## src/rtl/sudoku_entry_ctrl.sv

```systemverilog
`default_nettype none
// ============================================================================
// Module      : sudoku_entry_ctrl
// Description : Session sequencer for a 4x4 Sudoku game. It walks through
//               difficulty select, board-setup intake from the generator,
//               row/col/value move entry and the solution-check handshake.
//               It owns the fixed-cell mask and the per-cell fill flags, and
//               issues single-cycle write commands to the user-board storage.
// Revision    : 1.0 - initial release
// ----------------------------------------------------------------------------
// Ports:
//   in_clka            clock, rising edge
//   in_restart_n       asynchronous active-low reset
//   in_new_game        start / abort a game (highest priority)
//   in_enter           one-cycle confirm pulse for the current field
//   in_diff_cell_val   difficulty / row / col / value-minus-1 selector
//   in_load_valid      generator setup write strobe
//   in_load_idx        setup cell index
//   in_load_val        setup value, 0 = empty
//   in_load_done       generator finished setup
//   in_check_done      checker result valid
//   in_check_pass      checker result, qualified by in_check_done
//   out_state          current state encoding
//   out_*_flag         high while in SET_DIFF / ROW / COL / VAL / CHECK
//   out_diff           latched difficulty
//   out_wr_en          user-board write strobe
//   out_wr_idx         write index (row*4+col)
//   out_wr_val         write value 1..4
//   out_fill_flag      bit i set when cell i holds a value
//   out_reject         one-cycle pulse: move refused or check timed out
//   out_solved         game solved
//   out_move_cnt       saturating count of accepted user moves
// ============================================================================
module sudoku_entry_ctrl #(
    parameter int MOVE_W   = 8,
    parameter int CHECK_TO = 15
) (
    input  logic              in_clka,
    input  logic              in_restart_n,
    input  logic              in_new_game,
    input  logic              in_enter,
    input  logic [1:0]        in_diff_cell_val,
    input  logic              in_load_valid,
    input  logic [3:0]        in_load_idx,
    input  logic [2:0]        in_load_val,
    input  logic              in_load_done,
    input  logic              in_check_done,
    input  logic              in_check_pass,
    output logic [3:0]        out_state,
    output logic              out_set_diff_flag,
    output logic              out_row_flag,
    output logic              out_col_flag,
    output logic              out_val_flag,
    output logic              out_check_flag,
    output logic [1:0]        out_diff,
    output logic              out_wr_en,
    output logic [3:0]        out_wr_idx,
    output logic [2:0]        out_wr_val,
    output logic [15:0]       out_fill_flag,
    output logic              out_reject,
    output logic              out_solved,
    output logic [MOVE_W-1:0] out_move_cnt
);

    typedef enum logic [3:0] {
        ST_IDLE      = 4'd0,
        ST_SET_DIFF  = 4'd1,
        ST_WAIT_LOAD = 4'd2,
        ST_ROW       = 4'd3,
        ST_COL       = 4'd4,
        ST_VAL       = 4'd5,
        ST_WRITE     = 4'd6,
        ST_CHECK     = 4'd7,
        ST_SOLVED    = 4'd8
    } state_t;

    localparam logic [15:0]       c_FULL     = 16'hFFFF;
    localparam logic [7:0]        c_CHECK_TO = 8'(CHECK_TO);
    localparam logic [MOVE_W-1:0] c_MOVE_MAX = {MOVE_W{1'b1}};

    state_t              state_q, state_d;
    logic [1:0]          diff_q, diff_d;
    logic [1:0]          row_q, row_d;
    logic [1:0]          col_q, col_d;
    logic [15:0]         fixed_q, fixed_d;
    logic [15:0]         fill_q, fill_d;
    logic [MOVE_W-1:0]   move_cnt_q, move_cnt_d;
    logic [7:0]          timer_q, timer_d;
    logic                wr_en_q, wr_en_d;
    logic [3:0]          wr_idx_q, wr_idx_d;
    logic [2:0]          wr_val_q, wr_val_d;
    logic                reject_q, reject_d;
    logic                solved_q, solved_d;
    logic                set_diff_flag_q, set_diff_flag_d;
    logic                row_flag_q, row_flag_d;
    logic                col_flag_q, col_flag_d;
    logic                val_flag_q, val_flag_d;
    logic                check_flag_q, check_flag_d;

    logic [3:0]          w_cell_idx;

    assign w_cell_idx = {row_q, col_q};

    always_comb begin
        state_d    = state_q;
        diff_d     = diff_q;
        row_d      = row_q;
        col_d      = col_q;
        fixed_d    = fixed_q;
        fill_d     = fill_q;
        move_cnt_d = move_cnt_q;
        wr_idx_d   = wr_idx_q;
        wr_val_d   = wr_val_q;
        solved_d   = solved_q;
        wr_en_d    = 1'b0;
        reject_d   = 1'b0;
        // Free-running while in CHECK, so it reads 0 on the first CHECK cycle.
        timer_d    = (state_q == ST_CHECK) ? timer_q + 8'd1 : 8'd0;

        if (in_new_game) begin
            state_d    = ST_SET_DIFF;
            move_cnt_d = '0;
            fill_d     = '0;
            fixed_d    = '0;
            solved_d   = 1'b0;
        end else begin
            case (state_q)
                ST_IDLE: begin
                end
                ST_SET_DIFF: begin
                    if (in_enter) begin
                        diff_d  = in_diff_cell_val;
                        state_d = ST_WAIT_LOAD;
                    end
                end
                ST_WAIT_LOAD: begin
                    // A write arriving together with done is still applied.
                    if (in_load_valid) begin
                        fixed_d[in_load_idx] = (in_load_val != 3'd0);
                        fill_d[in_load_idx]  = (in_load_val != 3'd0);
                    end
                    if (in_load_done) begin
                        state_d = ST_ROW;
                    end
                end
                ST_ROW: begin
                    if (in_enter) begin
                        row_d   = in_diff_cell_val;
                        state_d = ST_COL;
                    end
                end
                ST_COL: begin
                    if (in_enter) begin
                        col_d   = in_diff_cell_val;
                        state_d = ST_VAL;
                    end
                end
                ST_VAL: begin
                    if (in_enter) begin
                        if (fixed_q[w_cell_idx]) begin
                            reject_d = 1'b1;
                            state_d  = ST_ROW;
                        end else begin
                            wr_en_d  = 1'b1;
                            wr_idx_d = w_cell_idx;
                            wr_val_d = {1'b0, in_diff_cell_val} + 3'd1;
                            state_d  = ST_WRITE;
                        end
                    end
                end
                ST_WRITE: begin
                    fill_d[wr_idx_q] = 1'b1;
                    if (move_cnt_q != c_MOVE_MAX) begin
                        move_cnt_d = move_cnt_q + MOVE_W'(1);
                    end
                    // Decide on the board including this write.
                    state_d = (fill_d == c_FULL) ? ST_CHECK : ST_ROW;
                end
                ST_CHECK: begin
                    // A result on the timeout cycle takes precedence.
                    if (in_check_done) begin
                        if (in_check_pass) begin
                            solved_d = 1'b1;
                            state_d  = ST_SOLVED;
                        end else begin
                            state_d  = ST_ROW;
                        end
                    end else if (timer_q == c_CHECK_TO) begin
                        reject_d = 1'b1;
                        state_d  = ST_ROW;
                    end
                end
                ST_SOLVED: begin
                end
                default: begin
                    state_d = ST_IDLE;
                end
            endcase
        end

        set_diff_flag_d = (state_d == ST_SET_DIFF);
        row_flag_d      = (state_d == ST_ROW);
        col_flag_d      = (state_d == ST_COL);
        val_flag_d      = (state_d == ST_VAL);
        check_flag_d    = (state_d == ST_CHECK);
    end

    always_ff @(posedge in_clka or negedge in_restart_n) begin
        if (!in_restart_n) begin
            state_q         <= ST_IDLE;
            diff_q          <= '0;
            row_q           <= '0;
            col_q           <= '0;
            fixed_q         <= '0;
            fill_q          <= '0;
            move_cnt_q      <= '0;
            timer_q         <= '0;
            wr_en_q         <= 1'b0;
            wr_idx_q        <= '0;
            wr_val_q        <= '0;
            reject_q        <= 1'b0;
            solved_q        <= 1'b0;
            set_diff_flag_q <= 1'b0;
            row_flag_q      <= 1'b0;
            col_flag_q      <= 1'b0;
            val_flag_q      <= 1'b0;
            check_flag_q    <= 1'b0;
        end else begin
            state_q         <= state_d;
            diff_q          <= diff_d;
            row_q           <= row_d;
            col_q           <= col_d;
            fixed_q         <= fixed_d;
            fill_q          <= fill_d;
            move_cnt_q      <= move_cnt_d;
            timer_q         <= timer_d;
            wr_en_q         <= wr_en_d;
            wr_idx_q        <= wr_idx_d;
            wr_val_q        <= wr_val_d;
            reject_q        <= reject_d;
            solved_q        <= solved_d;
            set_diff_flag_q <= set_diff_flag_d;
            row_flag_q      <= row_flag_d;
            col_flag_q      <= col_flag_d;
            val_flag_q      <= val_flag_d;
            check_flag_q    <= check_flag_d;
        end
    end

    assign out_state         = state_q;
    assign out_set_diff_flag = set_diff_flag_q;
    assign out_row_flag      = row_flag_q;
    assign out_col_flag      = col_flag_q;
    assign out_val_flag      = val_flag_q;
    assign out_check_flag    = check_flag_q;
    assign out_diff          = diff_q;
    assign out_wr_en         = wr_en_q;
    assign out_wr_idx        = wr_idx_q;
    assign out_wr_val        = wr_val_q;
    assign out_fill_flag     = fill_q;
    assign out_reject        = reject_q;
    assign out_solved        = solved_q;
    assign out_move_cnt      = move_cnt_q;

endmodule
`default_nettype wire

```

## config.mk

```make
export PLATFORM = sky130hd
export DESIGN_NAME = sudoku_entry_ctrl
export DESIGN_NICKNAME = d
export VERILOG_FILES = /design/src/rtl/sudoku_entry_ctrl.sv
export SDC_FILE = /design/constraint.sdc
export NUM_CORES = 1
export LEC_CHECK = 0
export ABC_AREA = 0
export BUFFER_PORTS_ARGS = -buffer_cell sky130_fd_sc_hd__buf_2
export CORE_MARGIN = 3
export CORE_UTILIZATION = 50
export CTS_BUF_LIST = sky130_fd_sc_hd__clkbuf_16
export DETAILED_ROUTE_END_ITERATION = 7
export GPL_TIMING_DRIVEN = 0
export HOLD_SLACK_MARGIN = 0.12
export PLACE_DENSITY_LB_ADDON = 0.3
export SETUP_SLACK_MARGIN = 0.1
export SLEW_MARGIN = 20
export SYNTH_ARGS = -nofsm -noshare
export SYNTH_HDL_FRONTEND = slang
export SYNTH_SLANG_ARGS = --single-unit
```

## constraint.sdc

```tcl
create_clock -name in_clka -period 5.9 [get_ports in_clka]
set_input_delay 0.59 -clock in_clka [delete_from_list [all_inputs] [get_ports in_clka]]
set_output_delay 0.59 -clock in_clka [all_outputs]
set_load 0.005 [all_outputs]
```

==> metrics.md <==
| Metric | Value |
|---|---|
| Status | `complete, no violations` |
| Worst-Margin Slew | `around 780 ps` |
| Fill cell count | `620` |
| CTS resizes | `0` |
| Final Core Density | `64.0%` |
| Synth warn | `0` |
| Final Critical Period | `approximately 2500 ps` |
| Placed wire-length estimate | `about 7.5 mm` |
| Synth Instances | `404` |
| Met3 usage | `under 10%` |
| Clock skew | `5.34 ps` |
| Setup crit start kind | `flop` |
| FF-to-FF Start | `out_state[1]` |
| Main combinational cell family by area after synthesis | `compound AO/OA/AOI/OAI gates` |
| GRT Max-Usage Layer | `met2` |
| Area share of fa/ha/maj cells after synthesis | `less than 1%` |
| Grt met1 use | `33.1%` |
| Yosys top cell by area | `dfrtp_1` |
| Port bufs | `~60` |
| Antenna diode count | `0` |
| Global routing usage on met2 | `a little under two fifths` |
| Area after DPL | `4390 um2` |
| Slew Limit Headroom | `47.3%` |
| Post-CTS Hold Fix Bufs | `0` |
| NetSw | `402 uW` |
| CTS sink count | `73` |
| Synthesized area | `3930 um2` |
| LEAKAGE | `~2.1 nW` |
| XOR/XNOR share of the synthesized area | `2.90%` |
| Worst-path fanout max | `10` |
| Critical path arrival | `2670 ps` |
| Fin crit share | `about two fifths` |
| Yosys top cell area share | `46.5%` |
| Fraction of power consumed by combinational cells | `17.4%` |
| CP Data Required Time | `approximately 6100 ps` |
| Root Buffer | `clkbuf_16` |
| Final Hold Viols | `0` |
| Worst slack, placed | `3450 ps` |
| Ys flop type | `dfrtp_1` |
| GRT overflow | `0` |
| Clock power share | `between 40% and 50%` |
| I/O pins | `between 60 and 70` |
| Achievable Freq | `405 MHz` |
| Initial antenna violation count | `0` |
| Number of max-cap violations | `0` |
| First-pass GRT wire length | `about 17 mm` |
| Die ar. | `8950 um2` |
| Flop pwr share | `37.4%` |
| Vias in the first global route | `3471` |
| Type of the worst setup path | `reg -> reg` |
| Reg clk slew, reported paths | `60 ps` |
| H-tree Lvls | `3` |
| Post-CTS Repair Setup Buffers | `0` |
| Synth async-reset ratio | `100%` |
| Max VDD drop | `0.000161 V` |
| Max clock buf depth | `2` |
| DRT antenna net count | `0` |
| 1st-iter DRT viols | `341` |
| Fin area | `4770 um2` |
| Setup crit end kind | `flop` |
| Pins over their slew limit | `0` |
| Unique cell type count in the Yosys netlist | `65` |
| Endpoints failing setup | `0` |
| Sw Ratio | `25.9%` |
| Layout cell share with drive strength beyond 1 | `21.4%` |
| Die Wd | `94.6 um` |
| Worst setup margin | `3430 ps` |
| Hold_ws | `178 ps` |
| GRT Overall Usage | `24.5%` |
| Sequential fraction of the synthesis area | `46.5%` |
| Initial Util | `52.7%` |
| Syn avg cell area | `9.72 um2` |
| Inserted Clock Buffers | `9` |
| Post-synth EDFFs | `0` |
| Power density over cell area | `between 300 and 400 nW/um2` |
| CTS tree | `done` |
| Hold crit path type | `in -> async` |
| Area grow syn2layout | `21.4%` |
| Critical Path Start | `out_state[1]` |
| Multiplexer area fraction after synthesis | `~7.2%` |
| Flops & latches, synth | `73` |
| Number of detailed-route iterations in the first pass | `5` |
| Die Span Y | `94.6 um` |
| Routed Wire Length | `10.4 mm` |
| Simple-gate area share of the yosys netlist | `19.4%` |
| Rows | `31` |
| Syn_nets | `424` |
| Unrepaired setup endpoints after global routing | `no` |
| Post-route setup TNS | `0 ps` |
| Vias/cell | `slightly above 6` |
| Compound-cell area share of the yosys netlist | `19.4%` |
| Skew-Pair Late Insertion Delay | `330 ps` |
| Pint | `1.15 mW` |
| Pin count of the biggest net entering global routing | `47` |
| DRC violations left | `0` |
| DR vias | `3562` |
| RePlAce Congestion | `~0.94` |
| Ranking of synthesized cells by area | `dfrtp_1 (47%), a21oi_1 (5.0%), nor2_1 (3.7%)` |
| Per-cell routed wire length | `roughly 18 um` |
| Core Area | `about 7400 um2` |
| Layout Nets | `between 400 and 500` |
==> area by class of cell <==
type                            instances  area, um2  area share (%)
Clock inverter                          6        155            3.25
Clock buffer                            9        225            4.72
Timing Repair Buffer                   62        335            7.03
Sequential cell                        73       1830            38.3
Inverter                               12       45.0           0.945
Multi-Input combinational cell        296       1960            41.1
Tap cell                               99        124            2.60
Buffer                                 23       95.1            1.99
==> layout by cell type (no fill, tap or decap), types with 3 or more instances in the layout <==
master and instances:
a211oi_1 8, a21oi_1 39, a311oi_1 12, a31oi_1 5, and2_1 4, and3_1 4, and4_1 3, buf_2 61
bufinv_16 5, clkbuf_1 20, clkbuf_16 9, dfrtp_1 73, ha_1 3, inv_1 10, mux2_2 9, mux2_4 5
mux2i_1 4, nand2_1 30, nand2b_1 6, nand3_1 8, nand4_1 3, nor2_1 39, nor2b_1 11, nor3_1 12
o21ai_0 13, o21ai_1 4, o22a_1 7, o22ai_2 3, o31ai_1 4, or3_1 6, xnor2_1 5, xor2_1 8
==> per-stage QoR <==
step / power (mW) / instances
floorplan: 0.752 / 404
CTS: 1.55 / 580
global placement: 0.847 / 564
global route: 1.61 / 580
finish: 1.55 / 580
detailed placement: 0.855 / 565
==> per-layer routing <==
metal  wire (um)  vias to the layer above  share of wire, %
li1            -                     1639                 -
met1        4420                     1718                43
met2        4790                      174                46
met3         870                       31               8.4
met4         288                        0               2.8
met5           0                        -                 0
==> path summary, 6_finish.rpt <==
path | cells past startpoint | slack [ps] | endpoint
worst min register to register | 1 | 470 | timer_q[0]
worst max-delay path | 7 | 3430 | out_fill_flag[13]
max in group asynchronous | 2 | 5180 | out_fill_flag[12]
worst max register to register | 7 | 3430 | out_fill_flag[13]
min in group in_clka | 1 | 470 | timer_q[0]
worst min-delay path | 1 | 180 | fixed_q[11]
==> critical path, stage by stage, from the launching register on <==
cell and delay (ps):
dfrtp_1 420, clkbuf_1 350, nor4bb_1 680, nor2_1 170, nand2_1 310, o21ai_0 170
a21oi_1 170, a21oi_1 60
==> kinds of logic (layout without fill, tap and decap cells) <==
logic type               after synthesis  count (layout)
AND/OR/NAND/NOR                      145             145
AO/OA/AOI/OAI                        113             113
flip-flops                            73              73
adder cells (fa/ha/maj)                3               3
XOR/XNOR                              13              13
multiplexers                          22              22
buffers and inverters                 35             112
==> power by group through the flow <==
stage          logic (mW)  registers, mW  clock network, mW
6_report            0.269          0.579              0.701
5_1_grt             0.298          0.584              0.731
4_1_cts             0.269          0.578              0.706
2_1_floorplan       0.173          0.579                  0
3_5_place_dp        0.268          0.587                  0
3_3_place_gp        0.262          0.585                  0
==> state kept, by name, summed over array words and instances (netlist names), 2 cells and up <==
| register | flops |
|---|---|
| out_wr_idx | 4 |
| out_diff | 2 |
| timer_q | 8 |
| col_q | 2 |
| out_wr_val | 3 |
| row_q | 2 |
| out_fill_flag | 16 |
| out_move_cnt | 8 |
| fixed_q | 16 |
| out_state | 4 |
==> Yosys cell counts (2+ instances only) <==
library cell	n
o21a_1	2
and4_1	3
inv_1	10
nand3b_1	2
mux2_4	5
a31oi_1	5
mux2_1	2
nor2_1	39
nor4b_1	2
nand3_1	8
nor3_1	12
nor4_1	2
o21ai_1	4
nor3b_1	2
nand4_1	3
mux2_2	9
a21oi_1	39
a32o_1	2
o31ai_1	4
nand2_1	30
o22ai_2	3
mux4_2	2
a211oi_1	8
mux2i_1	4
a311oi_1	12
nand2b_1	6
and2_1	4
nand4b_1	2
or3_1	6
inv_2	2
dfrtp_1	73
xnor2_1	5
clkbuf_1	20
xor2_1	8
o22a_1	7
and3_1	4
ha_1	3
o21ai_0	13
nor2b_1	11
Note: power is estimated with default switching activity, not from simulation.
